<file path="config.mk">
export PLATFORM = sky130hd
export DESIGN_NAME = fifo_rd_ctl
export DESIGN_NICKNAME = d
export VERILOG_FILES = /design/src/rtl/fifo_rd_ctl.sv
export SDC_FILE = /design/constraint.sdc
export NUM_CORES = 1
export LEC_CHECK = 0
export BUFFER_PORTS_ARGS = -buffer_cell sky130_fd_sc_hd__buf_2
export CAP_MARGIN = 25
export CORE_ASPECT_RATIO = 1.25
export CORE_MARGIN = 4
export CORE_UTILIZATION = 40
export CTS_CLUSTER_SIZE = 12
export DETAILED_ROUTE_END_ITERATION = 10
export PLACE_DENSITY = 0.66
export SYNTH_ARGS = -nofsm -noshare
export SYNTH_HDL_FRONTEND = slang
export SYNTH_SLANG_ARGS = --single-unit
</file>
<file path="constraint.sdc">
create_clock -name clk -period 8.31 [get_ports clk]
set_input_delay 1.2465 -clock clk [delete_from_list [all_inputs] [get_ports clk]]
set_output_delay 1.2465 -clock clk [all_outputs]
set_load 0.05 [all_outputs]
</file>
<file path="src/rtl/fifo_rd_ctl.sv">
// fifo_rd_ctl
// Read-side controller of a dual-clock FIFO, living entirely in the read
// (destination) clock domain. It takes the binary write pointer delivered by
// the upstream Gray-code synchronizer, keeps the local read pointer, and
// derives the RAM read address, pop acceptance, occupancy flags and error
// status.
//
// Ports
//   clk           in   read-domain clock, rising edge
//   rst_n         in   asynchronous active-low reset
//   init_n        in   synchronous active-low init (same effect as reset)
//   wr_count_d    in   [pw-1:0] synchronized binary write pointer, mod 2^pw
//   pop_req_n     in   active-low pop request
//   rd_en         out  pop accepted this cycle (combinational); RAM read
//                      enable and en_s of the return-path synchronizer
//   rd_addr       out  [addr_width-1:0] RAM read address (low bits of rd_ptr)
//   rd_ptr        out  [pw-1:0] registered binary read pointer
//   word_count    out  [pw-1:0] registered number of valid words, 0..depth
//   empty         out  registered, word_count == 0
//   almost_empty  out  registered, word_count <= ae_level
//   underflow     out  registered, pop requested while empty
//   ptr_err       out  registered, sticky; write pointer inconsistent with
//                      the read pointer
//
// Handshake: a pop request (pop_req_n low) is accepted in exactly the cycle
// rd_en is high, i.e. when the FIFO is not empty, no pointer error is
// latched and init is not asserted. There is no back-pressure beyond that:
// a request seen while empty is not retried, it is reported as underflow.
module fifo_rd_ctl #(
  parameter int addr_width = 4,
  parameter int ae_level   = 2,
  parameter int err_mode   = 0
) (
  input  logic                  clk,
  input  logic                  rst_n,
  input  logic                  init_n,
  input  logic [addr_width:0]   wr_count_d,
  input  logic                  pop_req_n,
  output logic                  rd_en,
  output logic [addr_width-1:0] rd_addr,
  output logic [addr_width:0]   rd_ptr,
  output logic [addr_width:0]   word_count,
  output logic                  empty,
  output logic                  almost_empty,
  output logic                  underflow,
  output logic                  ptr_err
);

  localparam int pw    = addr_width + 1;
  localparam int depth = 1 << addr_width;

  logic [pw-1:0] rd_ptr_nxt;
  logic [pw-1:0] nxt_cnt;
  logic          cnt_bad;
  logic          uflow_evt;

  // Init wins over a simultaneous pop, so it also suppresses acceptance.
  assign rd_en = !pop_req_n && !empty && !ptr_err && init_n;

  assign rd_ptr_nxt = rd_ptr + {{(pw-1){1'b0}}, rd_en};

  // Modulo-2^pw difference: the extra pointer bit keeps full (depth) and
  // empty (0) distinct and makes the count correct across pointer wrap.
  assign nxt_cnt = wr_count_d - rd_ptr_nxt;

  // More than depth words can never be legitimately outstanding.
  assign cnt_bad = nxt_cnt > pw'(depth);

  assign uflow_evt = !pop_req_n && empty;

  assign rd_addr = rd_ptr[addr_width-1:0];

  always_ff @(posedge clk or negedge rst_n) begin
    if (!rst_n) begin
      rd_ptr       <= '0;
      word_count   <= '0;
      empty        <= 1'b1;
      almost_empty <= 1'b1;
      underflow    <= 1'b0;
      ptr_err      <= 1'b0;
    end else if (!init_n) begin
      rd_ptr       <= '0;
      word_count   <= '0;
      empty        <= 1'b1;
      almost_empty <= 1'b1;
      underflow    <= 1'b0;
      ptr_err      <= 1'b0;
    end else begin
      rd_ptr <= rd_ptr_nxt;
      // An inconsistent count is never published; the last good count and
      // flags are held and the error latches.
      if (cnt_bad) begin
        ptr_err <= 1'b1;
      end else begin
        word_count   <= nxt_cnt;
        empty        <= (nxt_cnt == '0);
        almost_empty <= (nxt_cnt <= pw'(ae_level));
      end
      if (err_mode != 0) begin
        underflow <= uflow_evt;
      end else begin
        underflow <= underflow | uflow_evt;
      end
    end
  end

endmodule

</file>
# Word level (Yosys, flattened, before mapping)
# Cells that the tools add are included.
[word_totals]
mem_bits_ro = 0
n_memories = 0
reg_bits = 14
output_inout_bits = 19
latch_bits = 0
ram_bits = 0
wordCells = 31
inputBits = 9
[op_classes]
n_addsub = 2
shift = 0
magnitude_cmp = 2
bitwise_logic = 1
mul = 0
div = 0
n_eq_ne = 2
n_mux = 10
reduce_logical = 8
[op_table]
columns = ["operator", "count"]
rows = [
  ["5-bit 2-to-1 mux", 3],
  ["1-bit 2-to-1 mux", 7],
  ["5-bit by 1-bit adder with 5-bit output", 1],
  ["5-bit greater-than comparator, second input constant", 1],
  ["5-bit by 2-bit <= comparator with 1-bit output, second input constant", 1],
  ["5-bit zero test", 1],
  ["5-bit subtractor", 1],
  ["1-bit logical AND", 4],
  ["1-bit zero test", 3],
  ["2-bit by 1-bit inequality test with 1-bit output, second input constant", 1],
  ["2-bit inequality test, second input constant", 1],
  ["1-bit OR", 1],
]

# Depth between registers and ports, before layout
[depth]
depth_word = 9
depth_mapped = 13
depth_no_buf = 11

# Worst setup path before layout
# Ideal clock, no wire load.
[synth_path]
path_type = "input -> register"
start = "input port init_n"
end = "register word_count[0]"
required_time_ns = 8.190
setup_ns = 0.120
path_stages = 13
arrival_ns = 5.249
setup_slack_ns = 2.941
path_buffers = 2
path_cell_list = "buf_4 -> nor4b_1 -> ha_1 -> ha_1 -> inv_1 -> ha_1 -> nor2b_4 -> o21a_1 -> or3_4 -> a211oi_2 -> nor2b_1 -> buf_6 -> a31o_1"
[synth_via]
elab_chain_cells = 5
word_cells_on_any_way = 7
cone_classes = "add/sub: 2; order compare: 1; eq/ne: 1; mux: 2; reduce/logical: 1"
[synth_rtl]
columns = ["element", "line", "text"]
rows = [
  ["start, declared", "36", "input logic init_n,"],
  ["1-bit logical AND (*)", "58", "assign rd_en = !pop_req_n && !empty && !ptr_err && init_n;"],
  ["net rd_en", "39", "output logic rd_en,"],
  ["5-bit by 1-bit adder with 5-bit output (*)", "60", "assign rd_ptr_nxt = rd_ptr + {{(pw-1){1'b0}}, rd_en};"],
  ["5-bit subtractor (*)", "64", "assign nxt_cnt = wr_count_d - rd_ptr_nxt;"],
  ["5-bit greater-than comparator / 5-bit 2-to-1 mux (equally long branches)", "67, 92", ""],
  ["2-bit inequality test (no source line) / 5-bit 2-to-1 mux (equally long branches)", "-", ""],
  ["end signal, assigned", "95", "word_count <= nxt_cnt;"],
  ["end, declared", "42", "output logic [addr_width:0] word_count,"],
]
# Mark *: on every way through the listed nets, which the timed path passes. The rest lies on a longest branch. The select of a mux whose other input is x is not followed.
# A chain may end at the register's enable or synchronous reset.

# Worst setup path in the final report
[layout_path]
start = "input port init_n"
end = "register empty"
[layout_via]
elab_chain_cells = 6
word_cells_on_any_way = 8
cone_classes = "add/sub: 2; order compare: 1; eq/ne: 1; mux: 2; reduce/logical: 2"
[layout_rtl]
columns = ["element", "line", "text"]
rows = [
  ["branches (longest 6 deep; another with 5-bit by 1-bit adder with 5-bit output)", "-", ""],
  ["end signal, assigned", "96", "empty <= (nxt_cnt == '0);"],
  ["end, declared", "43", "output logic empty,"],
]
# Several ways; the timed one is not identified. The select of a mux whose other input is x is not followed.

==> impl_metrics.csv <==
group,metric,value,unit
routing,viasPerCell,5.14,
cells_and_area,drive_above_1_share,39.8,%
cells_and_area,nets,115,
pwr,p_int,0.114,mW
routing,first_pass_iters,3,
timing,max_slew.worst_pin.slew,0.459,ns
place,portBuffers,27,
logic_synthesis,synthMuxAreaShare,0,%
floorplan,die-area,2950,um2
cts,cts.clk_slew.worst_paths,0.08,ns
place,post-dp-hpwl,1220,um
logic_synthesis,synthAdderAreaFrac,11.1,%
floorplan,start_util,42.7,%
logic_synthesis,synth-simple-area-share,16.2,%
hold_path,min_path_type,"register to register",
timing,clock.fmax,257,MHz
cts,cts_sinks,14,
logic_synthesis,ys_types,30,
cts,cts_root_buffer,"clkbuf_4",
timing,fin_setup_tns,0,ns
cts,cts_tree,"built",
pwr,clockPowerShare,28.4,%
logic_synthesis,syn_nets,90,
routing,ant_nets,0,
routing,drtIter0Drc,2,
setup_path,worstSetupPathType,"input port to register",
pwr,vdd_ir_drop_max,113,uV
global_route,use_met2,18.2,%
logic_synthesis,syn_area,856,um2
cts,htree_levels,1,
logic_synthesis,synth-seq-area-share,41.2,%
timing,setup_violations,0,
floorplan,fp.dieW,49.4,um
routing,drt_wl_total,1510,um
setup_path,start_kind,"input port",
setup_path,cp_max_fo,19,
logic_synthesis,synth_top_family_by_area,"simple AND/OR/NAND/NOR gates",
logic_synthesis,async_flop_share,100,%
cells_and_area,fin_util,49.7,%
global_route,grt-busiest-layer,"met2",
setup_path,cp-end-kind,"register",
cells_and_area,synthToLayoutAreaGrowth,16.4,%
setup_path,cp.required,8.53,ns
timing,period_share,46.8,%
pwr,switching_share,33.1,%
timing,finalHoldViolations,0,
floorplan,ios,28,
logic_synthesis,ys_seq_elements,14,
timing,maxSlewHeadroom,69.3,%
logic_synthesis,synth_edf_count,0,
floorplan,std_cell_rows,18,
timing,skew,0.00107,ns
floorplan,core,2000,um2
cells_and_area,diodes,0,
global_route,met1_usage,14.1,%
pwr,p_sw,0.0567,mW
logic_synthesis,synth_ff_type,"dfrtp_1",
cts,numCtsBuffers,3,
logic_synthesis,yosysWarningCount,0,
global_route,antenna_found_initial,0,
setup_path,critPathArrivalTime,4.11,ns
flow_run,max_cap_viol_count,0,
logic_synthesis,syn_avg_cell_area,11.6,um2
pwr,powerDensity,172,nW/um2
timing,final_max_slew_viol_count,0,
global_route,grtUsageMet3,2.49,%
global_route,grt_usage,11.2,%
status,outcome,"finished, final reports clean",
cts,insertion_delay,0.27,ns
global_route,grt_overflow,0,
setup_path,critical-path-max-stage-delay,0.44,ns
setup_path,cp_cell_sequence,"buf_2, nor4b_1, ha_1, ha_1, inv_1, ha_1, nor2b_4, o21a_1, or3_4, and2_1, o41ai_1, a21o_1",
global_route,grt_pass1_wl,2480,um
global_route,grt_pass1_vias,589,
timing,min_period,3.89,ns
cts,clk_path_buf_depth,2,
setup_path,slowest_stage,"o41ai_1",
cts,cts_resized,0,
routing,wire_per_inst,12.8,um
logic_synthesis,synth_compound_area_share,15.2,%
pwr,leakagePower,0.533,nW
cts,postCtsSetupBuffers,0,
floorplan,die_h,59.7,um
setup_path,crit_family,"simple AND/OR/NAND/NOR gates",
routing,vias,607,
logic_synthesis,postSynthCellCount,74,
setup_path,cpMostUsedCell,"ha_1",
global_route,grt_max_degree,20,
setup_path,cp.buffers_inverters,2,
pwr,power.share.sequential,44.4,%
logic_synthesis,synth-xor-area-share,7.89,%
timing,rsz0062_at_grt,"false",
cells_and_area,final_cell_mix,"27 x buf_2, 12 x dfrtp_1, 6 x ha_1",
routing,drc,0,
place,gp_congestion,0.713,
cts,hold_buffers,0,
pwr,combPwrFrac,27.3,%
cells_and_area,final_common_cell,"buf_2",
-- worst reg2reg max path: stages (launching register included) --
cell and delay [ns]:
dfstp_2 0.39, nor4b_1 0.41, ha_1 0.25, ha_1 0.27
inv_1 0.07, ha_1 0.22, nor2b_4 0.12, o21a_1 0.18
or3_4 0.33, and2_1 0.19, o41ai_1 0.44, a21o_1 0.13
-- Yosys cell counts (2+ instances only) --
library cell | n | area [um2]
a21o_1 | 3 | 22.5
a31o_1 | 3 | 26.3
and2_1 | 5 | 31.3
buf_4 | 6 | 45.0
dfrtp_1 | 12 | 300
dfstp_2 | 2 | 52.6
ha_1 | 6 | 75.1
inv_1 | 4 | 15.0
nand2_1 | 3 | 11.3
nor2_1 | 2 | 7.51
nor2b_1 | 4 | 25.0
nor3b_1 | 2 | 15.0
o21a_1 | 3 | 22.5
o41ai_1 | 2 | 17.5
xnor2_1 | 2 | 17.5
-- registers in the layout (all words and copies together) (netlist names) --
| register | cells |
|---|---|
| empty | 1 |
| rd_ptr | 5 |
| almost_empty | 1 |
| underflow | 1 |
| word_count | 5 |
| ptr_err | 1 |
-- layer usage --
metal | wire length (um) | vias to the layer above | part of all wire, %
met5 | 0 | - | 0
met1 | 666 | 286 | 44
met4 | 12 | 0 | 0.79
met2 | 764 | 19 | 51
met3 | 69 | 2 | 4.6
li1 | - | 300 | -
-- final cells by class --
type | count | area, um2
multi-input cells | 49 | 432
fillers | 205 | 1010
clock buffers | 4 | 36.3
repair buffers | 27 | 135
flip-flops and latches | 14 | 353
inverters | 4 | 15.0
well taps | 20 | 25.0
-- stage by stage --
step | setup slack, ns | total power [mW] | hold WS [ns] | instance area (um2) | std cells
final | 4.42 | 0.171 | 0.498 | 996 | 118
after global routing | 4.16 | 0.180 | 0.529 | 996 | 118
after CTS | 4.37 | 0.173 | 0.502 | 996 | 118
after detailed placement | 4.07 | 0.124 | 0.483 | 960 | 114
after global placement | 4.15 | 0.124 | 0.470 | 960 | 114
after floorplan | 2.94 | 0.115 | 0.621 | 856 | 74
-- worst paths after layout --
kind	from	endpoint	slack (ns)	cells past startpoint
min in group asynchronous	rst_n	ptr_err	0.85	1
min	underflow	underflow	0.50	1
max in group asynchronous	rst_n	almost_empty	7.17	1
max reg2reg	empty	empty	5.26	11
max	init_n	empty	4.42	12
min reg2reg	underflow	underflow	0.50	1
-- power groups by stage --
stage / clock network (mW) / logic [mW] / registers (mW)
5_1_grt: 0.0531 / 0.0501 / 0.0767
3_5_place_dp: 0 / 0.0471 / 0.0772
2_1_floorplan: 0 / 0.0217 / 0.0933
4_1_cts: 0.0500 / 0.0473 / 0.0760
6_report: 0.0486 / 0.0466 / 0.0759
3_3_place_gp: 0 / 0.0466 / 0.0770
-- cells by family (layout without fill, tap and decap cells) --
family          Yosys count  count (layout)
xor+xnor                  5               5
buf+inv                  11              35
simple gates             21              21
compound gates           16              16
flops                    14              14
fa+ha+maj                 7               7
Note: power is estimated with default switching activity, not from simulation.
